==> src/rtl/operand_fetch.sv <==
// Operand fetch stage: drives register file reads, tracks in-flight writes in a busy scoreboard and
// captures operands into a one-entry output stage. Define OPERAND_FWD_BYPASS_EN for same-edge writeback forwarding.
module operand_fetch #(
  parameter int ADDR_W   = 4,
  parameter int DATA_W   = 8,
  parameter int NUM_REGS = 16
) (
  input  logic              nclk,
  input  logic              reset,
  input  logic              in_valid,
  output logic              in_ready,
  input  logic [ADDR_W-1:0] in_rs_a,
  input  logic [ADDR_W-1:0] in_rs_b,
  input  logic [ADDR_W-1:0] in_rd,
  input  logic              in_we,
  output logic [ADDR_W-1:0] address_A,
  output logic [ADDR_W-1:0] address_B,
  input  logic [DATA_W-1:0] rf_data_A,
  input  logic [DATA_W-1:0] rf_data_B,
  input  logic              wb_enable,
  input  logic [ADDR_W-1:0] wb_address,
  input  logic [DATA_W-1:0] wb_data,
  output logic              out_valid,
  input  logic              out_ready,
  output logic [DATA_W-1:0] op_a,
  output logic [DATA_W-1:0] op_b,
  output logic [ADDR_W-1:0] op_rd,
  output logic              op_we,
  output logic              stall
);

  logic [NUM_REGS-1:0] busy_q, busy_d;
  logic                out_valid_q, out_valid_d;
  logic [DATA_W-1:0]   op_a_q, op_a_d;
  logic [DATA_W-1:0]   op_b_q, op_b_d;
  logic [ADDR_W-1:0]   op_rd_q, op_rd_d;
  logic                op_we_q, op_we_d;

  logic                fwd_a, fwd_b;
  logic                hazard_a, hazard_b;
  logic                stage_free, accept;
  logic [DATA_W-1:0]   sel_a, sel_b;

  function automatic logic [DATA_W-1:0] sel_operand(input logic              fwd,
                                                     input logic [DATA_W-1:0] wb,
                                                     input logic [DATA_W-1:0] rf);
    return fwd ? wb : rf;
  endfunction

  always_comb begin
    fwd_a = 1'b0;
    fwd_b = 1'b0;
`ifdef OPERAND_FWD_BYPASS_EN
    fwd_a = wb_enable && (wb_address == in_rs_a);
    fwd_b = wb_enable && (wb_address == in_rs_b);
`endif
  end

  // A source is blocked only while its pending write has not reached the register file or the bus.
  assign hazard_a   = busy_q[in_rs_a] && !fwd_a;
  assign hazard_b   = busy_q[in_rs_b] && !fwd_b;
  assign stage_free = !out_valid_q || out_ready;
  assign in_ready   = stage_free && !hazard_a && !hazard_b;
  assign stall      = in_valid && stage_free && (hazard_a || hazard_b);
  assign accept     = in_valid && in_ready;

  assign sel_a      = sel_operand(fwd_a, wb_data, rf_data_A);
  assign sel_b      = sel_operand(fwd_b, wb_data, rf_data_B);

  always_comb begin
    busy_d      = busy_q;
    out_valid_d = out_valid_q;
    op_a_d      = op_a_q;
    op_b_d      = op_b_q;
    op_rd_d     = op_rd_q;
    op_we_d     = op_we_q;
    if (accept) begin
      out_valid_d = 1'b1;
      op_a_d      = sel_a;
      op_b_d      = sel_b;
      op_rd_d     = in_rd;
      op_we_d     = in_we;
    end else if (out_ready) begin
      out_valid_d = 1'b0;
    end
    // Clear first so a new claim on the same register in the same edge survives.
    if (wb_enable) busy_d[wb_address] = 1'b0;
    if (accept && in_we) busy_d[in_rd] = 1'b1;
  end

  always_ff @(negedge nclk or posedge reset) begin
    if (reset) begin
      busy_q      <= '0;
      out_valid_q <= 1'b0;
      op_a_q      <= '0;
      op_b_q      <= '0;
      op_rd_q     <= '0;
      op_we_q     <= 1'b0;
    end else begin
      busy_q      <= busy_d;
      out_valid_q <= out_valid_d;
      op_a_q      <= op_a_d;
      op_b_q      <= op_b_d;
      op_rd_q     <= op_rd_d;
      op_we_q     <= op_we_d;
    end
  end

  assign address_A = in_rs_a;
  assign address_B = in_rs_b;
  assign out_valid = out_valid_q;
  assign op_a      = op_a_q;
  assign op_b      = op_b_q;
  assign op_rd     = op_rd_q;
  assign op_we     = op_we_q;

endmodule

==> config.mk <==
export PLATFORM = sky130hd
export DESIGN_NAME = operand_fetch
export DESIGN_NICKNAME = d
export VERILOG_FILES = /design/src/rtl/operand_fetch.sv
export SDC_FILE = /design/constraint.sdc
export NUM_CORES = 1
export LEC_CHECK = 0
export ABC_AREA = 1
export BUFFER_PORTS_ARGS = -buffer_cell sky130_fd_sc_hd__buf_2
export CORE_ASPECT_RATIO = 1.2
export CORE_MARGIN = 5
export CORE_UTILIZATION = 46
export CTS_CLUSTER_DIAMETER = 60
export DETAILED_ROUTE_END_ITERATION = 6
export PLACE_DENSITY = 0.86
export SLEW_MARGIN = 25
export SYNTH_ARGS = -nofsm -noshare
export SYNTH_HDL_FRONTEND = slang
export SYNTH_SLANG_ARGS = --single-unit
==> constraint.sdc <==
create_clock -name nclk -period 1.45 [get_ports nclk]
set_input_delay 0.145 -clock nclk [delete_from_list [all_inputs] [get_ports nclk]]
set_output_delay 0.145 -clock nclk [all_outputs]
set_load 0.005 [all_outputs]
==> results of run 1 <==
[power by group through the flow]
| stage | Clock (mW) | Sequential, mW | Combinational, mW |
|---|---|---|---|
| after floorplan | 0 | 1.46 | 0.595 |
| after CTS | 0.859 | 1.45 | 1.38 |
| after global placement | 0 | 1.45 | 0.963 |
| after detailed placement | 0 | 1.46 | 0.994 |
| after global routing | 0.926 | 1.49 | 1.71 |
| final | 0.848 | 1.46 | 1.57 |
[cell usage after synthesis, types with 2 or more instances]
cell type,n
buf_4,8
inv_1,32
nand2_1,106
dfrtn_1,38
nand2_2,2
o21ai_0,14
buf_8,2
nand4_1,16
buf_2,8
nor2_1,19
o31ai_1,2
clkbuf_1,2
inv_6,2
buf_6,2
nand3_2,12
nand3_1,38
[cell type report]
type / instances / area, um2 / share of cell area (%)
Clock buffer: 8 / 110 / 3.14
Inverter: 34 / 151 / 4.31
Multi-Input combinational cell: 215 / 1310 / 37.4
Sequential cell: 38 / 951 / 27.1
Tap cell: 60 / 75.1 / 2.14
Timing Repair Buffer: 109 / 910 / 25.9
[what timing repair did]
item,4_1_cts,5_1_grt
buffers inserted,9,8
pin swaps,12,23
setup endpoints to repair,62,62
cloned,7,0
resized for setup,84,27
[worst paths after layout]
kind                             to  slack (ns)  depth (start not counted)
hold / removal              op_a[4]        0.42                          2
max in group asynchronous   op_b[0]        0.75                          3
hold reg to reg             op_a[4]        0.42                          2
min in group asynchronous     op_we        0.49                          3
setup / recovery              stall       -1.07                         10
setup reg to reg           op_rd[0]       -0.49                         14
[cell families after synthesis]
kind of cell	Yosys count	synth area share [%]
AOI/OAI and AO/OA	17	4.01
buffers and inverters	57	13.8
DFF	38	41.2
and+or+nand+nor	198	41.0
[per-stage QoR]
stage / util [%] / setup TNS (ns) / std cells / area, um2 / setup slack, ns
4_1_cts: 68.7 / -24.13 / 456 / 3370 / -1.03
6_report: 71.6 / -31.39 / 464 / 3510 / -1.07
2_1_floorplan: - / -19.22 / 310 / 2350 / -0.640
3_3_place_gp: 55.4 / -27.98 / 432 / 2720 / -0.747
3_5_place_dp: 55.4 / -30.07 / 432 / 2720 / -0.776
5_1_grt: 71.6 / -34.70 / 464 / 3510 / -1.14
[sequential cells by signal, indices dropped and copies added, names as in the netlist]
signal     count
out_valid      1
op_we          1
op_a           8
busy_q        16
op_rd          4
op_b           8
[metal layers]
metal	vias to the layer above	wire length, um
met4	0	545
li1	1172	-
met5	-	0
met2	152	3920
met1	1177	2750
met3	47	590
[layout by cell type, fill, tap and decap left out, types with 8 or more instances in the layout]
cell type  instances
nand4_1           16
nor2_1            18
inv_2             12
dfrtn_1           38
clkbuf_8           8
nand2_1           76
nand3_1            9
o21ai_0           14
nand2_2           30
inv_1             17
buf_4             25
nand3_2           38
buf_2             65
[worst max-delay path, stage by stage (launching register included)]
cell	delay (ns)
dfrtn_1	0.43
inv_2	0.06
nand2_2	0.07
nand3_2	0.06
nand3_1	0.09
nand3b_1	0.13
nand2_4	0.12
nor2_8	0.05
buf_12	0.12
nor3_4	0.10
buf_2	0.14
==> metrics.txt, run 1 <==
combinational share of power=40.5%; Worst-Margin Slew=0.363 ns; routed wire length=between 7000 and 8000 um; grt met1 use=between 20% and 30%; hold_ws=between 0.4 and 0.5 ns; Worst Path Max Fanout=2; Worst Setup End Kind=primary output; Critical Path Start=busy_q[2]; clk slew on worst S/H paths=0.05 ns; CP arrival=approximately 2.4 ns; top_reg_cell synth=dfrtn_1; Power, Total=slightly below 4 mW; initial antenna violation count=0; chip width=roughly 75 um; Worst Setup Start Kind=flip-flop; largest net degree at the start of global routing=39; synthesized flop and latch total=38; Net Count, Synth=between 300 and 400; max-slew violation count=0; critical path type=reg2out; share of layout cells above drive strength 1=52.5%; M3 GR Usage=under 10%; Longest Clk Path Bufs=2; Most Crowded Layer GR=met2; Routed Antenna Nets=0; failing checks=negative setup slack; top-area cell type share of the netlist area=roughly two fifths; fillcell total=340; drt pass-1 iters=4; leakage=between 1.5 and 2 nW; core area=4900 um2; status=finished with violations; hold crit path type=reg2reg; Worst R2R Start=busy_q[2]; Hold Vio Cnt, Final=0; Net Sw Frac=34.0%; PnR worst setup slack=-1.07 ns; Seq/Total Area, Yosys=between 40 and 50%; EDFF count, synth=0; max cap viols=0; top cell type by total area after synthesis=dfrtn_1; Clk pwr share=between 20% and 30%; power per cell area=around 1100 nW/um2; largest cells by area after synthesis=dfrtn_1 41%, nand2_1 17%, nand3_1 8.2%, nand3_2 5.2%, inv_1 5.2%; first-pass GRT wire length=between 10000 and 15000 um; Clock Latency Late Sink=roughly 0.3 ns; RePlAce Congestion=0.972; vias post-DR=2548; clock sink total=38; Post-CTS Hold Buffers=0; area grow syn2layout=52.2%; CTS tree=built; maximum vdd drop=around 1.1 mV; Ys Warns=0; H-tree depth=2; Die H=around 88 um; syn avg cell area=between 7 and 8 um2; IO Pins=between 70 and 80; post-DP HPWL=between 4000 and 5000 um; global route overflow=0; port bufs=69; Layout Nets=~450; Slew headroom=between 70% and 80%; Overall Global Routing Usage=around a quarter; Post-Synthesis Cells=310; Die Area=between 6000 and 7000 um2; post-synthesis cell type count=23; Psw=between 1 and 1.5 mW; Via density=around 5.5; WP data required=~1.3 ns; Clock Root Buffer=clkbuf_8; Sequential Power Share=between 30% and 40%; Hold Startpoint=op_a[4]; Pint=roughly 2.6 mW; Residual DRC=0; vias in the first global route=2617; drt wl/cell=16.8 um; num rows=28; Max Clock Skew=approximately 0.0073 ns; total CTS buffers=5; Antenna diodes=0; unrepaired setup endpoints after global routing=true; Initial Util=approximately 47%; Async SR Flop Fraction=100%; setup violators final=62; routing usage on met2=between 40% and 50%; synthesized cell area=2310 um2; Initial DRC Count=between 100 and 150
(Power assumes the default switching activity.)
==> run 2: changes to the inputs <==
--- a/config.mk
+++ b/config.mk
@@ -7,9 +7,11 @@
 export LEC_CHECK = 0
 export ABC_AREA = 1
 export BUFFER_PORTS_ARGS = -buffer_cell sky130_fd_sc_hd__buf_2
+export CELL_PAD_IN_SITES_DETAIL_PLACEMENT = 1
+export CELL_PAD_IN_SITES_GLOBAL_PLACEMENT = 2
 export CORE_ASPECT_RATIO = 1.2
 export CORE_MARGIN = 5
-export CORE_UTILIZATION = 46
+export CORE_UTILIZATION = 25
 export CTS_CLUSTER_DIAMETER = 60
 export DETAILED_ROUTE_END_ITERATION = 6
 export PLACE_DENSITY = 0.86
==> metrics.txt, run 2 (synthesized netlist as in run 1, its figures left out) <==
vias in the first global route=2825 (+7.9%); Power, Total=4.04 mW (+4.0%); PnR worst setup slack=-1.06 ns (+0.0181 ns); area grow syn2layout=60.8%; Via density=4.65 (-15%); Placed Instance Area=2800 um2 (+3.1%); Net Sw Frac=35.2% (+1.2 points); max-slew violation count=0 (unchanged); Pint=2.62 mW (+2.1%); Sequential Power Share=36.5% (-1.2 points); Antenna diodes=0 (unchanged); Overall Global Routing Usage=14.6% (-9.6 points); fin cells=537 (+16%); Worst-Margin Slew=0.365 ns (+0.00208 ns); failing checks=negative setup slack; Worst Setup Start Kind=flip-flop; Worst Setup End Kind=primary output; r2r setup slk=-0.31 ns (+0.18 ns); power per cell area=1090 nW/um2 (-1.6%); WP data required=1.31 ns (about the same); routed wire length=8570 um (+9.7%); critical path type=reg2out; Top reg by flops=busy_q; port bufs=69 (unchanged); hold crit path type=reg2reg; CTS tree=built; chip width=97.7 um (+31%); Clock Root Buffer=clkbuf_8; Hold Vio Cnt, Final=0 (unchanged); Max Clock Skew=0.00996 ns (+0.00263 ns); global route overflow=0 (unchanged); Psw=1.42 mW (+7.7%); initial antenna violation count=0 (unchanged); combinational share of power=44.4% (+3.9 points); drt wl/cell=15.9 um (-5.2%); leading cell type in the layout, fill and taps excluded=nand2_1; Post-CTS Hold Buffers=0 (unchanged); max cap viols=0 (unchanged); total CTS buffers=5 (unchanged); Layout Nets=462 (+2.9%); Clock Latency Late Sink=0.30 ns (about the same); clk slew on worst S/H paths=0.05 ns (about the same); Residual DRC=0 (unchanged); post-DP HPWL=5630 um (+23%); Die Area=11300 um2 (+72%); clock sink total=38 (unchanged); maximum vdd drop=0.721 mV (-36%); num rows=38 (+36%); Slew headroom=75.6% (-0.16 points); IO Pins=78 (unchanged); H-tree depth=2 (unchanged); design area=3710 um2 (+5.7%); Routed Antenna Nets=0 (unchanged); largest net degree at the start of global routing=39 (unchanged); hold_ws=0.447 ns (+0.0255 ns); CP arrival=2.36 ns (-0.02 ns); commonest non-fill, non-tap cells in the layout=68 x nand2_1, 64 x buf_2, 38 x dfrtn_1; first-pass GRT wire length=13300 um (+12%); RePlAce Congestion=0.843 (-13%); Longest Clk Path Bufs=2 (unchanged); core area=9030 um2 (+84%); Worst Path Max Fanout=2 (unchanged); placed cells=495 (+15%); Fin Setup TNS=-29.50 ns (+1.88 ns); Clk pwr share=19.1% (-2.7 points); Initial DRC Count=47 (-67%); share of layout cells above drive strength 1=54.0% (+1.5 points); status=finished with violations; unrepaired setup endpoints after global routing=true; max FFs per register=16 (unchanged); fillcell total=1116 (+230%); drt pass-1 iters=4 (unchanged); setup violators final=62 (unchanged); Die H=115 um (+32%); Initial Util=25.5% (-22 points); leakage=1.93 nW (+3.9%); vias post-DR=2499 (-1.9%)
-- run 2: changes by cell type in the layout (fill, tap and decap cells not counted), moves of 3 or more --
cell | previous run | this run
buf_4 | 25 | 37
nand2_4 | 2 | 13
nand2_1 | 76 | 68
nand3_1 | 9 | 15
nand2_2 | 30 | 27
nand3_2 | 38 | 35
nand3_4 | 3 | 0
-- run 2: final timing paths --
path | startpoint | end | cells after the start
worst min-delay path | op_a[7] | op_a[7] | 2
worst min register to register | op_a[7] | op_a[7] | 2
worst max register to register | busy_q[8] | op_rd[1] | 13
min in group asynchronous | reset | op_we | 3
worst max-delay path | busy_q[8] | stall | 10
max in group asynchronous | reset | busy_q[5] | 3
-- run 2: final cells by class --
cell class	instances	area, um2	area share (%)
sequential	38	951	25.6
timing repair buffer	122	1020	27.5
clock inverter	2	12.5	0.337
inverter	34	156	4.22
multi-input combinational	215	1340	36.0
clock buffer	6	82.6	2.23
tap	120	150	4.05
-- run 2: per-stage QoR --
| step | setup WS (ns) | util, % |
|---|---|---|
| floorplan | -0.640 | - |
| CTS | -1.04 | 38.1 |
| finish | -1.06 | 41.1 |
| global placement | -0.782 | 31.0 |
| detailed placement | -0.797 | 31.0 |
| global route | -1.17 | 41.1 |
-- run 2: repair_timing --
action                                 in CTS  in global routing
pin swaps                                  27                 11
buffers inserted                           11                 21
endpoints found under the hold margin       0                  0
setup endpoints to repair                  62                 62
gates cloned                                7                  0
gates resized for setup                    83                 51
-- run 2: per-layer routing --
metal / track usage [%] / vias to the layer above / part of all wire (%)
met2: 28.7 / 84 / 56
li1: - / 1202 / -
met5: 0 / - / 0
met4: 5.72 / 0 / 3.1
met3: 3.94 / 23 / 6.0
met1: 14.4 / 1190 / 35
-- run 2: power by group through the flow --
stage	Combinational (mW)	Clock [mW]	Sequential [mW]
2_1_floorplan	0.595	0	1.46
3_3_place_gp	0.989	0	1.46
3_5_place_dp	1.02	0	1.47
4_1_cts	1.40	0.791	1.46
5_1_grt	1.94	0.851	1.50
6_report	1.79	0.771	1.48
-- run 2: critical path, cell delays in order, from the launching register on --
cell	delay, ns
dfrtn_1	0.42
inv_1	0.07
nand2_1	0.08
nand3_1	0.07
nand3_1	0.08
nand3_2	0.08
nand2_4	0.12
nor2_8	0.04
buf_6	0.11
nor3_4	0.11
buf_2	0.16
==> run 3: changes to the inputs <==
--- a/config.mk
+++ b/config.mk
@@ -5,16 +5,15 @@
 export SDC_FILE = /design/constraint.sdc
 export NUM_CORES = 1
 export LEC_CHECK = 0
-export ABC_AREA = 1
 export BUFFER_PORTS_ARGS = -buffer_cell sky130_fd_sc_hd__buf_2
 export CELL_PAD_IN_SITES_DETAIL_PLACEMENT = 1
 export CELL_PAD_IN_SITES_GLOBAL_PLACEMENT = 2
 export CORE_ASPECT_RATIO = 1.2
 export CORE_MARGIN = 5
-export CORE_UTILIZATION = 25
+export CORE_UTILIZATION = 27
 export CTS_CLUSTER_DIAMETER = 60
 export DETAILED_ROUTE_END_ITERATION = 6
-export PLACE_DENSITY = 0.86
+export PLACE_DENSITY = 0.84
 export SLEW_MARGIN = 25
 export SYNTH_ARGS = -nofsm -noshare
 export SYNTH_HDL_FRONTEND = slang
==> metrics.txt, run 3 <==
fin util=45.0% (+3.9 points); Worst Path Max Fanout=3 (+1); Routed Antenna Nets=0 (unchanged); met3 wire len=368 um (-28%); mux share of post-synthesis cell area=26.1% (+26 points); CP arrival=2.77 ns (+0.41 ns); hold crit path type=reg2reg; Metal-1 WL=2350 um (-21%); largest cells by area after synthesis=dfrtn_1 50%, mux2_2 12%, mux4_1 8.3%, o31ai_1 6.3%, o21ai_0 4.5%; Adder-Cell Fraction of Synth Area=0% (unchanged); top_reg_cell synth=dfrtn_1; Worst R2R Start=busy_q[7]; synthesized cell area=1910 um2 (-17%); failing checks=negative setup slack; Async SR Flop Fraction=100% (unchanged); top-area cell type share of the netlist area=49.8% (+8.6 points); maximum vdd drop=0.943 mV (+31%); power per cell area=1690 nW/um2 (+55%); Die H=102 um (-11%); area taken by multi-input logic gates=1140 um2 (-15%); drt pass-1 iters=4 (unchanged); most frequent cell after synthesis=dfrtn_1; Psw=1.69 mW (+18%); drt wl/cell=19.0 um (+19%); Hold Startpoint=op_b[5]; clk slew on worst S/H paths=0.05 ns (about the same); post-synthesis simple-gate area fraction=7.80% (-33 points); leading cell type in the layout, fill and taps excluded=buf_2; xor/xnor share of the synthesized area=0% (unchanged); Clock Latency Late Sink=0.29 ns (about the same); setup violators final=62 (unchanged); H-tree depth=2 (unchanged); first-pass GRT wire length=9260 um (-31%); Top Metal Used=met4; Worst Setup End Kind=primary output; Power, Total=5.22 mW (+29%); reg2reg end=op_a[7]; Clock Root Buffer=clkbuf_8; PnR worst setup slack=-1.46 ns (-0.405 ns); Residual DRC=0 (unchanged); Max Clock Skew=0.00380 ns (-0.00616 ns); vias in the first global route=1783 (-37%); max cap viols=0 (unchanged); fillcell total=751 (-33%); RePlAce Congestion=0.785 (-6.8%); Worst-Margin Slew=0.531 ns (+0.166 ns); Met2 Wirelength=3470 um (-28%); routed wire length=6330 um (-26%); main combinational cell family by area after synthesis=multiplexers; largest net degree at the start of global routing=39 (unchanged); cells along the critical path=mux4_2, mux2i_2, mux2i_2, or2_4, and2b_1, buf_2; placed cells=307 (-38%); Hold Vio Cnt, Final=0 (unchanged); Reg2Reg Depth=7 (-6); Buf/Inv on CP=1 (-2); Pint=3.53 mW (+35%); top cell type by total area after synthesis=dfrtn_1; post-DP HPWL=4190 um (-25%); Antenna diodes=0 (unchanged); crit-path leading delay family=multiplexers; area grow syn2layout=61.4%; max FFs per register=16 (unchanged); commonest non-fill, non-tap cells in the layout=66 x buf_2, 38 x dfrtn_1, 31 x buf_4; combinational share of power=51.6% (+7.2 points); clock sink total=38 (unchanged); Initial Util=27.9% (+2.3 points); Clk pwr share=13.9% (-5.2 points); post-synthesis cell type count=26 (+13%); Worst path depth=6 (-4); Net Count, Synth=188 (-47%); Post-CTS Hold Buffers=0 (unchanged); Slew headroom=64.4% (-11 points); Placed Instance Area=2460 um2 (-12%); port bufs=69 (unchanged); Sequential Power Share=34.5% (-2.0 points); num rows=33 (-13%); largest stage delay on the critical path=0.49 ns (+0.07 ns); vias post-DR=1650 (-34%); max-slew violation count=0 (unchanged); status=finished with violations; Layout Nets=293 (-37%); Via density=4.95 (+6.5%); Reg area=951 um2 (unchanged); Net Sw Frac=32.3% (-2.9 points); fin cells=333 (-38%); Synth Area in Compound Gates=10.7% (+6.7 points); CTS tree=built; syn avg cell area=13.4 um2 (+81%); Post-synth top cells=38 x dfrtn_1, 20 x mux2_2, 17 x o21ai_0, 16 x o31ai_1, 10 x buf_4; global route overflow=0 (unchanged); initial antenna violation count=0 (unchanged); critical path type=reg2out; Seq/Total Area, Yosys=49.8% (+8.6 points); Initial DRC Count=62 (+32%); Fin Setup TNS=-44.56 ns (-15.05 ns); unrepaired setup endpoints after global routing=true; Top reg by flops=busy_q; Longest Clk Path Bufs=2 (unchanged); chip width=86.8 um (-11%); Most common cell on crit path=mux2i_2; IO Pins=78 (unchanged); share of layout cells above drive strength 1=70.3% (+16 points); WHS Endpoint=op_b[5]; Worst Setup Start Kind=flip-flop; synthesized flop and latch total=38 (unchanged); hold path cells=1 (-1); leakage=1.40 nW (-28%); Post-Synthesis Cells=142 (-54%); core area=6850 um2 (-24%); EDFF count, synth=0 (unchanged); CP max stage cell=mux4_2; r2r setup slk=-0.72 ns (-0.41 ns); WP data required=1.31 ns (about the same); total CTS buffers=5 (unchanged); Die Area=8860 um2 (-21%); Ys Warns=0 (unchanged); design area=3080 um2 (-17%); Overall Global Routing Usage=13.7% (-0.86 points)
-- run 3: cell count changes after synthesis, moves of 3 or more --
cell	before	now
nand2b_1	0	3
mux2i_1	0	6
mux2_2	0	20
o21ai_0	14	17
buf_2	8	0
nand3_1	38	2
nand3_2	12	0
nand2_1	106	3
inv_1	32	1
mux4_1	0	6
nand3b_1	1	4
o31ai_1	2	16
nand4_1	16	1
nor2_1	19	1
-- run 3: cells by family after synthesis --
family	after synthesis
compound gates	33
buf+inv	13
flops	38
mux	35
simple gates	23
-- run 3: metrics by stage --
step | setup slack, ns | hold slack, ns
floorplan | -1.03 | 0.371
global placement | -1.37 | 0.430
detailed placement | -1.38 | 0.434
CTS | -1.47 | 0.458
global route | -1.53 | 0.470
finish | -1.46 | 0.456
-- run 3: how the worst max path moves through the flow --
stage	from	endpoint	slack (ns)
after floorplan	busy_q[15]	stall	-1.03
after global placement	in_rs_b[0]	op_rd[3]	-1.37
after detailed placement	in_rs_b[0]	op_a[7]	-1.38
after CTS	busy_q[15]	in_ready	-1.47
after global routing	busy_q[13]	in_ready	-1.53
final	busy_q[13]	in_ready	-1.46
-- run 3: layer usage --
layer | global-route usage [%] | up-vias
li1 | - | 746
met1 | 15.2 | 839
met2 | 25.6 | 56
met3 | 3.39 | 9
met4 | 4.20 | 0
met5 | 0 | -
-- run 3: repair_timing --
item                       in CTS  in global routing
gates cloned                    3                  0
setup endpoints to repair      62                 62
buffers inserted                9                  9
pin swaps                       5                 12
gates resized for setup        51                 19
-- run 3: area by class of cell --
class | count | share of cell area [%]
inverter | 1 | 0.244
clock buffer | 6 | 2.68
sequential | 38 | 30.9
multi-input combinational | 91 | 36.9
tap | 87 | 3.53
timing repair buffer | 110 | 25.7
-- run 3: power groups by stage --
stage	clock [mW]	sequential (mW)	combinational, mW
after floorplan	0	1.78	0.941
after global placement	0	1.78	1.56
after detailed placement	0	1.81	1.60
after CTS	0.744	1.80	2.32
after global routing	0.793	1.86	2.87
final	0.723	1.80	2.69
